[config.mk]
export PLATFORM = sky130hd
export DESIGN_NAME = id_ex_reg
export DESIGN_NICKNAME = d
export VERILOG_FILES = /design/src/rtl/id_ex_reg.sv
export SDC_FILE = /design/constraint.sdc
export NUM_CORES = 1
export LEC_CHECK = 0
export ABC_AREA = 0
export BUFFER_PORTS_ARGS = -buffer_cell sky130_fd_sc_hd__buf_2
export CORE_MARGIN = 2
export CORE_UTILIZATION = 40
export DETAILED_ROUTE_END_ITERATION = 8
export PLACE_DENSITY = 0.84
export SETUP_SLACK_MARGIN = 0.15
export SYNTH_ARGS = -nofsm -noshare
export SYNTH_HDL_FRONTEND = slang
export SYNTH_SLANG_ARGS = --single-unit
[constraint.sdc]
create_clock -name i_clk -period 1.6 [get_ports i_clk]
set_input_delay 0.16 -clock i_clk [delete_from_list [all_inputs] [get_ports i_clk]]
set_output_delay 0.16 -clock i_clk [all_outputs]
set_load 0.05 [all_outputs]
[src/rtl/id_ex_reg.sv]
// ID/EX pipeline register. Captures decoded control, operands and register
// specifiers from ID, applying flush / stall / bubble with that priority.
// Killed slots carry all-zero control, so they cannot write registers,
// touch memory or branch. o_bubble_cnt counts inserted NOPs and saturates.
module id_ex_reg #(
    parameter int NB_DATA = 32,
    parameter int NB_REG  = 5,
    parameter int NB_CNT  = 16
) (
    input  logic               i_clk,
    input  logic               i_rst,
    input  logic               i_RegDst,
    input  logic               i_ALUSrc,
    input  logic               i_Branch,
    input  logic               i_MemRead,
    input  logic               i_MemWrite,
    input  logic               i_RegWrite,
    input  logic               i_MemtoReg,
    input  logic [1:0]         i_ALUOp,
    input  logic [NB_DATA-1:0] i_pc_next,
    input  logic [NB_DATA-1:0] i_rs_data,
    input  logic [NB_DATA-1:0] i_rt_data,
    input  logic [NB_DATA-1:0] i_imm,
    input  logic [NB_REG-1:0]  i_rs,
    input  logic [NB_REG-1:0]  i_rt,
    input  logic [NB_REG-1:0]  i_rd,
    input  logic               i_valid,
    input  logic               i_bubble,
    input  logic               i_stall,
    input  logic               i_flush,
    output logic               o_RegDst,
    output logic               o_ALUSrc,
    output logic               o_Branch,
    output logic               o_MemRead,
    output logic               o_MemWrite,
    output logic               o_RegWrite,
    output logic               o_MemtoReg,
    output logic [1:0]         o_ALUOp,
    output logic [NB_DATA-1:0] o_pc_next,
    output logic [NB_DATA-1:0] o_rs_data,
    output logic [NB_DATA-1:0] o_rt_data,
    output logic [NB_DATA-1:0] o_imm,
    output logic [NB_REG-1:0]  o_rs,
    output logic [NB_REG-1:0]  o_rt,
    output logic [NB_REG-1:0]  o_rd,
    output logic               o_valid,
    output logic [NB_CNT-1:0]  o_bubble_cnt
);

    localparam logic [NB_CNT-1:0] CNT_ONE = NB_CNT'(1);
    localparam logic [NB_CNT-1:0] CNT_MAX = '1;

    // Control fields, packed so kill/hold treat them as one unit
    // order: RegDst, ALUSrc, Branch, MemRead, MemWrite, RegWrite, MemtoReg, ALUOp
    logic [8:0]         ctrl_d, ctrl_q;
    logic [NB_DATA-1:0] pc_next_d, pc_next_q;
    logic [NB_DATA-1:0] rs_data_d, rs_data_q;
    logic [NB_DATA-1:0] rt_data_d, rt_data_q;
    logic [NB_DATA-1:0] imm_d, imm_q;
    logic [NB_REG-1:0]  rs_d, rs_q;
    logic [NB_REG-1:0]  rt_d, rt_q;
    logic [NB_REG-1:0]  rd_d, rd_q;
    logic               valid_d, valid_q;
    logic [NB_CNT-1:0]  bubble_cnt_d, bubble_cnt_q;
    logic [NB_CNT-1:0]  cnt_inc;
    logic [8:0]         ctrl_in;

    assign ctrl_in = {i_RegDst, i_ALUSrc, i_Branch, i_MemRead, i_MemWrite,
                      i_RegWrite, i_MemtoReg, i_ALUOp};
    assign cnt_inc = (bubble_cnt_q == CNT_MAX) ? bubble_cnt_q : bubble_cnt_q + CNT_ONE;

    // Next-state selection: flush > stall > bubble > load (hold by default)
    always_comb begin
        ctrl_d       = ctrl_q;
        pc_next_d    = pc_next_q;
        rs_data_d    = rs_data_q;
        rt_data_d    = rt_data_q;
        imm_d        = imm_q;
        rs_d         = rs_q;
        rt_d         = rt_q;
        rd_d         = rd_q;
        valid_d      = valid_q;
        bubble_cnt_d = bubble_cnt_q;
        if (i_flush) begin
            ctrl_d       = '0;
            pc_next_d    = '0;
            rs_data_d    = '0;
            rt_data_d    = '0;
            imm_d        = '0;
            rs_d         = '0;
            rt_d         = '0;
            rd_d         = '0;
            valid_d      = 1'b0;
            bubble_cnt_d = cnt_inc;
        end else if (!i_stall) begin
            // Bubble and load both capture operands; only control/valid differ
            pc_next_d = i_pc_next;
            rs_data_d = i_rs_data;
            rt_data_d = i_rt_data;
            imm_d     = i_imm;
            rs_d      = i_rs;
            rt_d      = i_rt;
            rd_d      = i_rd;
            if (i_bubble) begin
                ctrl_d       = '0;
                valid_d      = 1'b0;
                bubble_cnt_d = cnt_inc;
            end else begin
                ctrl_d  = i_valid ? ctrl_in : '0;
                valid_d = i_valid;
            end
        end
    end

    // Pipeline register with synchronous active-low clear
    always_ff @(posedge i_clk) begin
        if (!i_rst) begin
            ctrl_q       <= '0;
            pc_next_q    <= '0;
            rs_data_q    <= '0;
            rt_data_q    <= '0;
            imm_q        <= '0;
            rs_q         <= '0;
            rt_q         <= '0;
            rd_q         <= '0;
            valid_q      <= 1'b0;
            bubble_cnt_q <= '0;
        end else begin
            ctrl_q       <= ctrl_d;
            pc_next_q    <= pc_next_d;
            rs_data_q    <= rs_data_d;
            rt_data_q    <= rt_data_d;
            imm_q        <= imm_d;
            rs_q         <= rs_d;
            rt_q         <= rt_d;
            rd_q         <= rd_d;
            valid_q      <= valid_d;
            bubble_cnt_q <= bubble_cnt_d;
        end
    end

    assign {o_RegDst, o_ALUSrc, o_Branch, o_MemRead, o_MemWrite,
            o_RegWrite, o_MemtoReg, o_ALUOp} = ctrl_q;
    assign o_pc_next    = pc_next_q;
    assign o_rs_data    = rs_data_q;
    assign o_rt_data    = rt_data_q;
    assign o_imm        = imm_q;
    assign o_rs         = rs_q;
    assign o_rt         = rt_q;
    assign o_rd         = rd_q;
    assign o_valid      = valid_q;
    assign o_bubble_cnt = bubble_cnt_q;

endmodule

==> impl_metrics.py <==
metrics = {
    "logic_synthesis": {
        "synth_edf_count": 0,
        "async_flop_share": 0,
        "avgSynthCellArea_um2": 10.4,
        "syn_area_um2": 6170,
        "synth-main-ff-cell": "dfxtp_1",
        "synth_cell_types": 35,
        "netlist_instances": 595,
        "synth-seq-area-share": 0.548,
        "ys_seq_elements": 169,
        "synth_warnings": 0,
        "synth_fp_nets": 754,
    },
    "setup_path": {
        "crit_required_ns": 1.93,
        "start_kind": "register",
        "critPathArrivalTime_ns": 1.95,
        "max_stage_delay_ns": 0.45,
        "crit_chain": "nand4_1 -> nor4b_4 -> buf_6 -> o21ai_1 -> a21oi_1",
        "r2r_cells": 5,
        "cp_slowest_cell": "nor4b_4",
        "worstPathMaxFanout": 7,
        "end_kind": "register",
        "critPathKind": "register to register",
        "rr_endpoint": "o_bubble_cnt[2]",
        "rr_startpoint": "o_bubble_cnt[10]",
        "reg2reg_slack_ns": -0.02,
    },
    "power": {
        "power.switching_mw": 2.69,
        "p_seq_frac": 0.430,
        "p_comb_frac": 0.158,
        "leakagePower_nw": 5.14,
        "ir_drop_v": 0.000663,
        "internal_power_mw": 7.53,
        "power.total_mw": 10.2,
        "switching_share": 0.263,
        "powerDensity_nw_per_um2": 987,
        "p_clk_frac": 0.412,
    },
    "place": {
        "dp_hpwl_mm": 11.8,
        "dp_slack_ns": -0.0305,
        "place_area_um2": 8130,
        "dp.cells": 1086,
        "port_buffers": 326,
        "gp_congestion": 0.818,
    },
    "clocking": {
        "tritoncts": "built",
        "clkSlewWorstSetupHoldPaths_ns": 0.06,
        "numCtsBuffers": 17,
        "cts-htree-levels": 4,
        "cts_max_path_buffers": 2,
        "root_buffer": "clkbuf_16",
        "cts_sinks": 169,
        "clock_latency_ns": 0.41,
    },
    "drt": {
        "via_count": 6301,
        "wirelength_mm": 21.2,
        "wl_per_cell_um": 16.7,
        "drtIter0Drc": 353,
        "ant_nets": 0,
        "drc": 0,
        "dr.pass1.iters": 4,
        "drt-vias-per-instance": 4.96,
    },
    "final_layout": {
        "syn2layout_area_growth_pct": 67.6,
        "num-nets-final": 1228,
        "final_util": 0.683,
        "drive_gt1_frac": 0.378,
        "stdcell_count": 1270,
        "finalInstanceArea_um2": 10300,
    },
    "die": {
        "die-area_um2": 16400,
        "fp.dieH_um": 128,
        "die_w_um": 128,
        "initial_core_util": 0.408,
        "num_io_pins": 327,
        "row_count": 45,
        "core_area_um2": 15100,
    },
    "timing": {
        "min_period_ns": 1.62,
        "finalCritPeriodShare": 1.01,
        "rsz0062_at_grt": "yes",
        "slew_viol_final": 0,
        "layout_setup_ws_ns": -0.0235,
        "setup_viol": 6,
        "max_freq_ghz": 0.616,
        "hold_violations": 0,
        "holdWs_ns": 0.0183,
        "worst_pin_slew_ns": 0.866,
        "relSlewSlack": 0.420,
        "setup-tns-final_ns": -0.0734,
        "fin_skew_ns": 0.00776,
    },
    "worst_hold_path": {
        "holdPathStages": 3,
        "hold_path_class": "input port to register",
        "min_to": "o_rt[1]",
        "min_from": "i_rt[1]",
    },
    "global_route": {
        "grt-ovfl-total": 0,
        "grt_pass1_wl_mm": 31.5,
        "grt_max_degree": 83,
        "grt_use_total": 0.244,
        "grt_pass1_vias": 6419,
        "antenna_found_initial": 0,
    },
    "run_status": {
        "violations": "negative setup slack",
        "status": "finished, violations left",
    },
    "job": {
        "cap_viol_max_count": 0,
    },
}
worst max-delay path by stage:
stage | from | endpoint | slack [ns] | cells after the start
6_report | o_bubble_cnt[10] | o_bubble_cnt[2] | -0.02 | 5
5_1_grt | o_bubble_cnt[0] | o_bubble_cnt[5] | -0.10 | 7
4_1_cts | o_bubble_cnt[0] | o_bubble_cnt[0] | 0.03 | 7
3_5_place_dp | o_bubble_cnt[1] | o_bubble_cnt[14] | -0.03 | 5
3_3_place_gp | o_bubble_cnt[1] | o_bubble_cnt[14] | 0.007 | 5
2_1_floorplan | o_bubble_cnt[1] | o_bubble_cnt[14] | 0.04 | 5
what timing repair did:
item,in CTS,in global routing
setup buffers,3,1
endpoints found under the hold margin,147,0
hold buffers,147,0
endpoints found under the setup margin,15,16
gates cloned,1,0
gates resized for setup,10,11
pin swaps,8,5
metal layers:
metal | part of all wire | track usage | routed length (um) | up-vias
met3 | 0.067 | 0.0718 | 1430 | 71
met1 | 0.36 | 0.243 | 7720 | 2956
met5 | 0 | 0 | 0 | -
li1 | - | - | - | 2983
met4 | 0.043 | 0.142 | 903 | 0
met2 | 0.53 | 0.450 | 11200 | 291
sequential cells by signal, indices dropped and copies added, names as in the netlist:
name          count
o_imm            32
o_pc_next        32
o_rs_data        32
o_rt_data        32
o_bubble_cnt     16
ctrl_q            9
o_rd              5
o_rs              5
o_rt              5
o_valid           1
power groups by stage:
stage	registers (mW)	clock network (mW)	logic (mW)
floorplan	4.92	0	0.420
global placement	4.47	0	1.27
detailed placement	4.48	0	1.28
CTS	4.38	4.26	1.57
global route	4.40	4.45	1.70
finish	4.39	4.21	1.62
critical path: cells and delay by family (launching register included):
family | cells | cell delay, ns
compound gates | 2 | 0.24
buf+inv | 1 | 0.20
flops | 1 | 0.39
simple gates | 2 | 0.71
Yosys cell counts (2+ instances only):
cell / count / area share
inv_1: 3 / 0.0018
nand3_1: 4 / 0.0032
o31ai_1: 3 / 0.0036
o311a_1: 2 / 0.0032
a22oi_1: 9 / 0.011
nand2b_1: 5 / 0.0051
nor2_1: 155 / 0.094
nor3_1: 3 / 0.0024
or3_1: 4 / 0.0041
mux2i_1: 147 / 0.24
a21oi_1: 9 / 0.0073
nand2_1: 11 / 0.0067
nor4_1: 4 / 0.0041
o41ai_1: 2 / 0.0028
o21ai_1: 3 / 0.0024
or4_1: 4 / 0.0049
o21ai_0: 4 / 0.0032
buf_2: 23 / 0.019
dfxtp_1: 169 / 0.55
nand4_1: 2 / 0.0020
o21bai_1: 2 / 0.0024
clkbuf_1: 14 / 0.0085
final cells by class:
cell class / count / area, um^2
Antenna cell: 1 / 2.50
Clock buffer: 22 / 497
Clock inverter: 9 / 111
Fill cell: 1001 / 4800
Inverter: 3 / 11.3
Multi-Input combinational cell: 385 / 2720
Sequential cell: 169 / 3430
Tap cell: 188 / 235
Timing Repair Buffer: 493 / 3340
layout by cell type (no fill, tap or decap), types with 3 or more instances in the layout:
| master | n |
|---|---|
| buf_2 | 325 |
| nor2_1 | 155 |
| dfxtp_1 | 153 |
| mux2i_1 | 147 |
| dlygate4sd3_1 | 147 |
| clkbuf_16 | 19 |
| buf_4 | 12 |
| dfxtp_4 | 12 |
| nand2_1 | 11 |
| a22oi_1 | 9 |
| a21oi_1 | 8 |
| buf_12 | 5 |
| nand3_1 | 4 |
| nand2b_1 | 4 |
| or3_1 | 4 |
| dfxtp_2 | 4 |
| inv_1 | 3 |
| o21ai_0 | 3 |
| nor4_4 | 3 |
| o21ai_1 | 3 |
| buf_6 | 3 |
cells by family (layout without fill, tap and decap cells):
kind of cell    count (synthesis)  after routing  share of synthesized area
fa+ha+maj                       1              1                    0.00203
mux                           147            147                      0.238
flops                         169            169                      0.548
other cells                     0              1                          0
simple gates                  200            200                      0.139
buf+inv                        41            527                     0.0302
compound gates                 37             37                     0.0430
No activity file was read; power rests on OpenSTA's default activity.
